File: src/rtl/ram512_copy_engine_if.sv
// Command/status and RAM512 port bundle for the block copy/fill engine.
// slave is the engine side; master is the controller plus the RAM.
interface ram512_copy_engine_if #(
    parameter int unsigned ADDR_W = 9,
    parameter int unsigned DATA_W = 16
);
    logic              start;
    logic              mode;
    logic [ADDR_W-1:0] src;
    logic [ADDR_W-1:0] dst;
    logic [ADDR_W:0]   len;
    logic [DATA_W-1:0] fill_value;
    logic              busy;
    logic              done;
    logic              mem_load;
    logic [ADDR_W-1:0] mem_address;
    logic [DATA_W-1:0] mem_in;
    logic [DATA_W-1:0] mem_out;

    modport master (
        output start, mode, src, dst, len, fill_value, mem_out,
        input  busy, done, mem_load, mem_address, mem_in
    );

    modport slave (
        input  start, mode, src, dst, len, fill_value, mem_out,
        output busy, done, mem_load, mem_address, mem_in
    );
endinterface

File: src/rtl/ram512_copy_engine.sv
// Block copy / block fill initiator owning the load, address and in pins of a RAM512.
// Copy spends a read cycle and a write cycle per word; fill writes one word per cycle.
module ram512_copy_engine #(
    parameter int unsigned ADDR_W = 9,
    parameter int unsigned DATA_W = 16
) (
    input logic                   clk,
    input logic                   reset,
    ram512_copy_engine_if.slave   bus
);
    typedef enum logic [2:0] {StIdle, StRead, StWrite, StFill, StDone} state_e;

    localparam logic [ADDR_W:0] MaxLen = {1'b1, {ADDR_W{1'b0}}};
    localparam logic [ADDR_W:0] LenOne = {{ADDR_W{1'b0}}, 1'b1};

    state_e            state_q, state_d;
    logic [ADDR_W-1:0] src_q, src_d;
    logic [ADDR_W-1:0] dst_q, dst_d;
    logic [ADDR_W:0]   rem_q, rem_d;
    logic [DATA_W-1:0] fill_q, fill_d;
    logic [ADDR_W:0]   len_clamped;

    assign len_clamped = (bus.len > MaxLen) ? MaxLen : bus.len;

    always_ff @(posedge clk or posedge reset) begin
        if (reset) begin
            state_q <= StIdle;
            src_q   <= '0;
            dst_q   <= '0;
            rem_q   <= '0;
            fill_q  <= '0;
        end else begin
            state_q <= state_d;
            src_q   <= src_d;
            dst_q   <= dst_d;
            rem_q   <= rem_d;
            fill_q  <= fill_d;
        end
    end

    always_comb begin
        state_d         = state_q;
        src_d           = src_q;
        dst_d           = dst_q;
        rem_d           = rem_q;
        fill_d          = fill_q;
        bus.busy        = 1'b0;
        bus.done        = 1'b0;
        bus.mem_load    = 1'b0;
        bus.mem_address = '0;
        bus.mem_in      = '0;
        unique case (state_q)
            StIdle: begin
                if (bus.start) begin
                    src_d  = bus.src;
                    dst_d  = bus.dst;
                    rem_d  = len_clamped;
                    fill_d = bus.fill_value;
                    if (len_clamped == '0) begin
                        state_d = StDone;
                    end else if (bus.mode) begin
                        state_d = StFill;
                    end else begin
                        state_d = StRead;
                    end
                end
            end
            StRead: begin
                bus.busy        = 1'b1;
                bus.mem_address = src_q;
                state_d         = StWrite;
            end
            StWrite: begin
                // RAM out holds the word addressed during the preceding READ cycle.
                bus.busy        = 1'b1;
                bus.mem_load    = 1'b1;
                bus.mem_address = dst_q;
                bus.mem_in      = bus.mem_out;
                src_d           = src_q + 1'b1;
                dst_d           = dst_q + 1'b1;
                rem_d           = rem_q - 1'b1;
                state_d         = (rem_q == LenOne) ? StDone : StRead;
            end
            StFill: begin
                bus.busy        = 1'b1;
                bus.mem_load    = 1'b1;
                bus.mem_address = dst_q;
                bus.mem_in      = fill_q;
                dst_d           = dst_q + 1'b1;
                rem_d           = rem_q - 1'b1;
                state_d         = (rem_q == LenOne) ? StDone : StFill;
            end
            StDone: begin
                bus.done = 1'b1;
                state_d  = StIdle;
            end
            default: state_d = StIdle;
        endcase
    end
endmodule

File: src/flat_wrapper.sv
// flat-port wrapper written by rule: the top's interface ports become plain ports
module ram512_copy_engine_flat 
#(
    parameter int unsigned ADDR_W = 9,
    parameter int unsigned DATA_W = 16
)
  (clk, reset, bus_start, bus_mode, bus_src, bus_dst, bus_len, bus_fill_value, bus_mem_out, bus_busy, bus_done, bus_mem_load, bus_mem_address, bus_mem_in);
  ram512_copy_engine_if #(.ADDR_W(ADDR_W), .DATA_W(DATA_W)) bus_i ();
  input logic clk;
  input logic reset;
  input wire logic [$bits(bus_i.start)-1:0] bus_start;
  input wire logic [$bits(bus_i.mode)-1:0] bus_mode;
  input wire logic [$bits(bus_i.src)-1:0] bus_src;
  input wire logic [$bits(bus_i.dst)-1:0] bus_dst;
  input wire logic [$bits(bus_i.len)-1:0] bus_len;
  input wire logic [$bits(bus_i.fill_value)-1:0] bus_fill_value;
  input wire logic [$bits(bus_i.mem_out)-1:0] bus_mem_out;
  output wire logic [$bits(bus_i.busy)-1:0] bus_busy;
  output wire logic [$bits(bus_i.done)-1:0] bus_done;
  output wire logic [$bits(bus_i.mem_load)-1:0] bus_mem_load;
  output wire logic [$bits(bus_i.mem_address)-1:0] bus_mem_address;
  output wire logic [$bits(bus_i.mem_in)-1:0] bus_mem_in;
  assign bus_i.start = bus_start;
  assign bus_i.mode = bus_mode;
  assign bus_i.src = bus_src;
  assign bus_i.dst = bus_dst;
  assign bus_i.len = bus_len;
  assign bus_i.fill_value = bus_fill_value;
  assign bus_i.mem_out = bus_mem_out;
  assign bus_busy = bus_i.busy;
  assign bus_done = bus_i.done;
  assign bus_mem_load = bus_i.mem_load;
  assign bus_mem_address = bus_i.mem_address;
  assign bus_mem_in = bus_i.mem_in;
  ram512_copy_engine #(.ADDR_W(ADDR_W), .DATA_W(DATA_W)) u_core (.clk(clk), .reset(reset), .bus(bus_i));
endmodule
File: config.mk
export PLATFORM = sky130hd
export DESIGN_NAME = ram512_copy_engine_flat
export DESIGN_NICKNAME = d
export VERILOG_FILES = /design/src/rtl/ram512_copy_engine_if.sv /design/src/rtl/ram512_copy_engine.sv /design/src/flat_wrapper.sv
export SDC_FILE = /design/constraint.sdc
export NUM_CORES = 1
export LEC_CHECK = 0
export CORE_MARGIN = 5
export CORE_UTILIZATION = 42
export CTS_CLUSTER_DIAMETER = 120
export DETAILED_ROUTE_END_ITERATION = 8
export GPL_TIMING_DRIVEN = 0
export PLACE_DENSITY_LB_ADDON = 0.12
export SLEW_MARGIN = 10
export SYNTH_ARGS = -nofsm -noshare
export SYNTH_HDL_FRONTEND = slang
export SYNTH_SLANG_ARGS = --single-unit
File: constraint.sdc
create_clock -name clk -period 1.6 [get_ports clk]
set_input_delay 0.24 -clock clk [delete_from_list [all_inputs] [get_ports clk]]
set_output_delay 0.24 -clock clk [all_outputs]
set_load 0.02 [all_outputs]
==> results by group <==
Finish
  – Area Growth Syn to Fin: 76.21%
  – Layout Nets: ~520
  – Inserted Diodes: 0
  – Multi-input gate area: 1964 um^2
  – Reg area: 1180 um^2
  – Fillers: 401
  – Most frequent cells in the layout: 63 x clkdlybuf4s50_1, 61 x nand2_1, 44 x dfrtp_1
  – Ratio of cells with drive above 1 in the final layout: between 30% and 40%
  – Post-route cell area: ~4900 um^2
  – Fin util: 76.92%
  – Most common cell after layout, fill and taps aside: clkdlybuf4s50_1

Worst hold path
  – Hold WC Path Type: primary input to async pin

Drt
  – ANT nets after route: 0
  – Routed vias/inst: between 5 and 6
  – Initial DRC Count: 168
  – First drt pass iteration count: 5
  – Routed WL per cell: about 20 um
  – Drt drc: 0
  – WL final: about 11 mm
  – Total number of vias: slightly above 3000

Setup path
  – Worst Path Buf+Inv: 4
  – Max Fanout on Critical Path: 8
  – Crit-path cells: buf_6 > nand2b_4 > clkbuf_16 > clkbuf_16 > nor2_4 > buf_6
  – Crit path capture type: output pin
  – Worst Path Required: about 1.4 ns
  – CP Launch Type: register
  – R2R depth: 6
  – Worst path slowest cell: dfrtp_1
  – Critical path arrival: 1.59 ns
  – Critical path depth: 6
  – CP delay by family, top: buffers and inverters
  – WS Path Type: register to output pin
  – CP max stage delay: ~0.41 ns
  – Worst R2R Setup Slack: -0.22 ns

Synth
  – Synth Net Count: between 300 and 400
  – Avg Cell Area, Syn: ~8.5 um^2
  – Seq/Total Area, Yosys: between 40% and 50%
  – Top FF cell, synth: dfrtp_1
  – Synthesized instance count: 328
  – Syn Std Cell Area: around 2800 um^2
  – Seq cells post-synth: 47
  – Yosys Warn Count: 0
  – Async set or reset register ratio after synthesis: between 90% and 100%
  – Number of synthesized flops with an enable pin: 0
  – Distinct cells, synth: 50

CTS
  – Later-pin clock latency in the skew report: 0.31 ns
  – Clock buffer depth: 2
  – Root Buffer: clkbuf_8
  – Reg clk slew, reported paths: 0.09 ns
  – Clock H-tree levels: 2
  – CTS tree: yes
  – Num CTS Buffers: 5
  – Clock Sinks: 47

Placed design
  – RD Place Congestion: around 0.83
  – Final HPWL DP: just over 6 mm
  – # port buffers: 91
  – Area post-placement: between 3000 and 4000 um^2

Die
  – Die area: between 8000 and 9000 um^2
  – Placement Rows: 29
  – Initial core utilization: 43.65%
  – Die H: roughly 90 um
  – Width of the die: 91.47 um
  – Top-level port count: just over 90
  – Core box area: around 6400 um^2

Global route
  – First-pass GRT wire length: about 14 mm
  – Vias in the first global route: between 2000 and 3000
  – Pin count of the biggest net entering global routing: 33
  – Initial antenna violation count: 0
  – GRT Total Usage: approximately a fifth
  – Gr ovfl total: 0

Run status
  – Status: complete, but fails checks
  – Failing checks: negative setup slack

STA
  – Final setup fails: 69
  – Period minus WS final: around 1.8 ns
  – Setup TNS: -8.652 ns
  – WHS: 0.2243 ns
  – Worst-Margin Slew: about 0.58 ns
  – Hold violation total from the final report: 0
  – Final Cycle Share: 114.2%
  – Worst setup margin: -0.2270 ns
  – Final Max Tran Viols: 0
  – Unrepaired setup endpoints after global routing: true
  – Layout Skew: 0.006459 ns
  – Max-slew headroom: between 60% and 70%
  – Maximum clock rate: approximately 0.55 GHz

Power
  – Sequential power share: ~25%
  – Switching power total: between 4000 and 5000 uW
  – Worst IR drop on VDD: between 1.5 and 2 mV
  – Net Sw Frac: 44.75%
  – Clock group share of total power: 7.5%
  – Static Leak: slightly above 0.002 uW
  – Internal power: between 5000 and 6000 uW
  – Pwr Density: between 2000 and 2500 nW/um^2
  – Power share of the combinational group: slightly below 70%

Job
  – Maxcap violations: 0
[per-layer routing]
layer	part of all wire [%]	up-vias	track usage (%)	routed length (um)
met5	0	-	0	0
met3	7.8	30	6.116	838
li1	-	1412	-	-
met4	3.0	0	5.746	318
met1	37	1506	26.29	4034
met2	52	140	34.67	5582
[worst paths after layout]
kind / from / to
setup / recovery: u_core.state_q[2] / bus_mem_in[11]
hold / removal: reset / u_core.src_q[8]
setup reg to reg: u_core.state_q[2] / u_core.fill_q[9]
hold reg to reg: u_core.fill_q[7] / u_core.fill_q[7]
max in group asynchronous: reset / u_core.state_q[0]
min in group clk: bus_fill_value[7] / u_core.fill_q[7]
[worst reg2reg max path, cell delays in order, from the launching register on]
cell and delay [ns]:
dfrtp_1 0.41, buf_6 0.15, or4b_4 0.64, buf_12 0.20
clkbuf_16 0.16, nand2_2 0.05, nand2_1 0.09
[Yosys cell counts (2+ instances only)]
master | instances | area, um^2
nand2_1 | 74 | 277.8
dfrtp_1 | 47 | 1176
nor2_1 | 39 | 146.4
mux2i_1 | 18 | 180.2
nand3_1 | 17 | 85.08
a21oi_1 | 14 | 70.07
buf_2 | 9 | 45.04
inv_1 | 8 | 30.03
o21ai_0 | 8 | 40.04
nor3_1 | 7 | 35.03
o211ai_1 | 7 | 52.55
a22oi_1 | 6 | 45.04
nand3b_1 | 6 | 45.04
clkbuf_1 | 5 | 18.77
and3_1 | 4 | 25.02
ha_1 | 4 | 50.05
o311ai_0 | 4 | 35.03
a211oi_1 | 3 | 22.52
a221o_1 | 3 | 30.03
nor2b_1 | 3 | 18.77
a211oi_2 | 2 | 25.02
a311oi_1 | 2 | 17.52
a31oi_1 | 2 | 12.51
and4_1 | 2 | 17.52
buf_1 | 2 | 7.510
buf_6 | 2 | 22.52
nand2_2 | 2 | 12.51
nand2b_1 | 2 | 12.51
nand4_1 | 2 | 12.51
o21a_1 | 2 | 15.01
o21ai_1 | 2 | 10.01
o22ai_1 | 2 | 12.51
[repair_timing]
action / CTS / global route
setup buffers: 12 / 8
hold buffers: 0 / 0
pin swaps: 8 / 40
gates resized for setup: 218 / 119
gates cloned: 2 / 6
endpoints found under the setup margin: 74 / 69
[logic make-up (layout without fill, tap and decap cells)]
logic type               Yosys count  count (layout)  share of synthesized area (%)
buffers and inverters             27             153                          4.713
AND/OR/NAND/NOR                  169             169                          28.86
adder cells (fa/ha/maj)            4               4                          1.795
multiplexers                      18              18                          6.463
flip-flops                        47              47                          42.19
AO/OA/AOI/OAI                     63              63                          15.98
[per-stage QoR]
| stage | setup WS [ns] | power (uW) | cells |
|---|---|---|---|
| final | -0.2270 | 10200 | 531 |
| after CTS | -0.1602 | 8169 | 517 |
| after global routing | -0.2605 | 10770 | 531 |
| after global placement | -0.8004 | 6562 | 496 |
| after detailed placement | -0.8035 | 6676 | 497 |
| after floorplan | -0.03271 | 4981 | 328 |
[power groups by stage]
stage / Sequential, uW / Combinational, uW / Clock, uW
finish: 2520 / 6910 / 762
CTS: 2320 / 5100 / 753
global route: 2580 / 7370 / 819
floorplan: 2150 / 2830 / 0
detailed placement: 2310 / 4360 / 0
global placement: 2300 / 4260 / 0
[cell type report]
cell class	count	area share, %
Buffer	18	5.349
Clock inverter	1	0.1019
Timing Repair Buffer	120	26.24
Tap cell	77	1.961
Clock buffer	6	1.681
Inverter	8	0.6623
Multi-Input combinational cell	254	39.99
Sequential cell	47	24.02
[registers in the layout (all words and copies together) (netlist names)]
register and flops:
u_core.rem_q 10, u_core.src_q 9, u_core.dst_q 9, u_core.state_q 3, u_core.fill_q 16
Power figures use the tool's default switching activity.
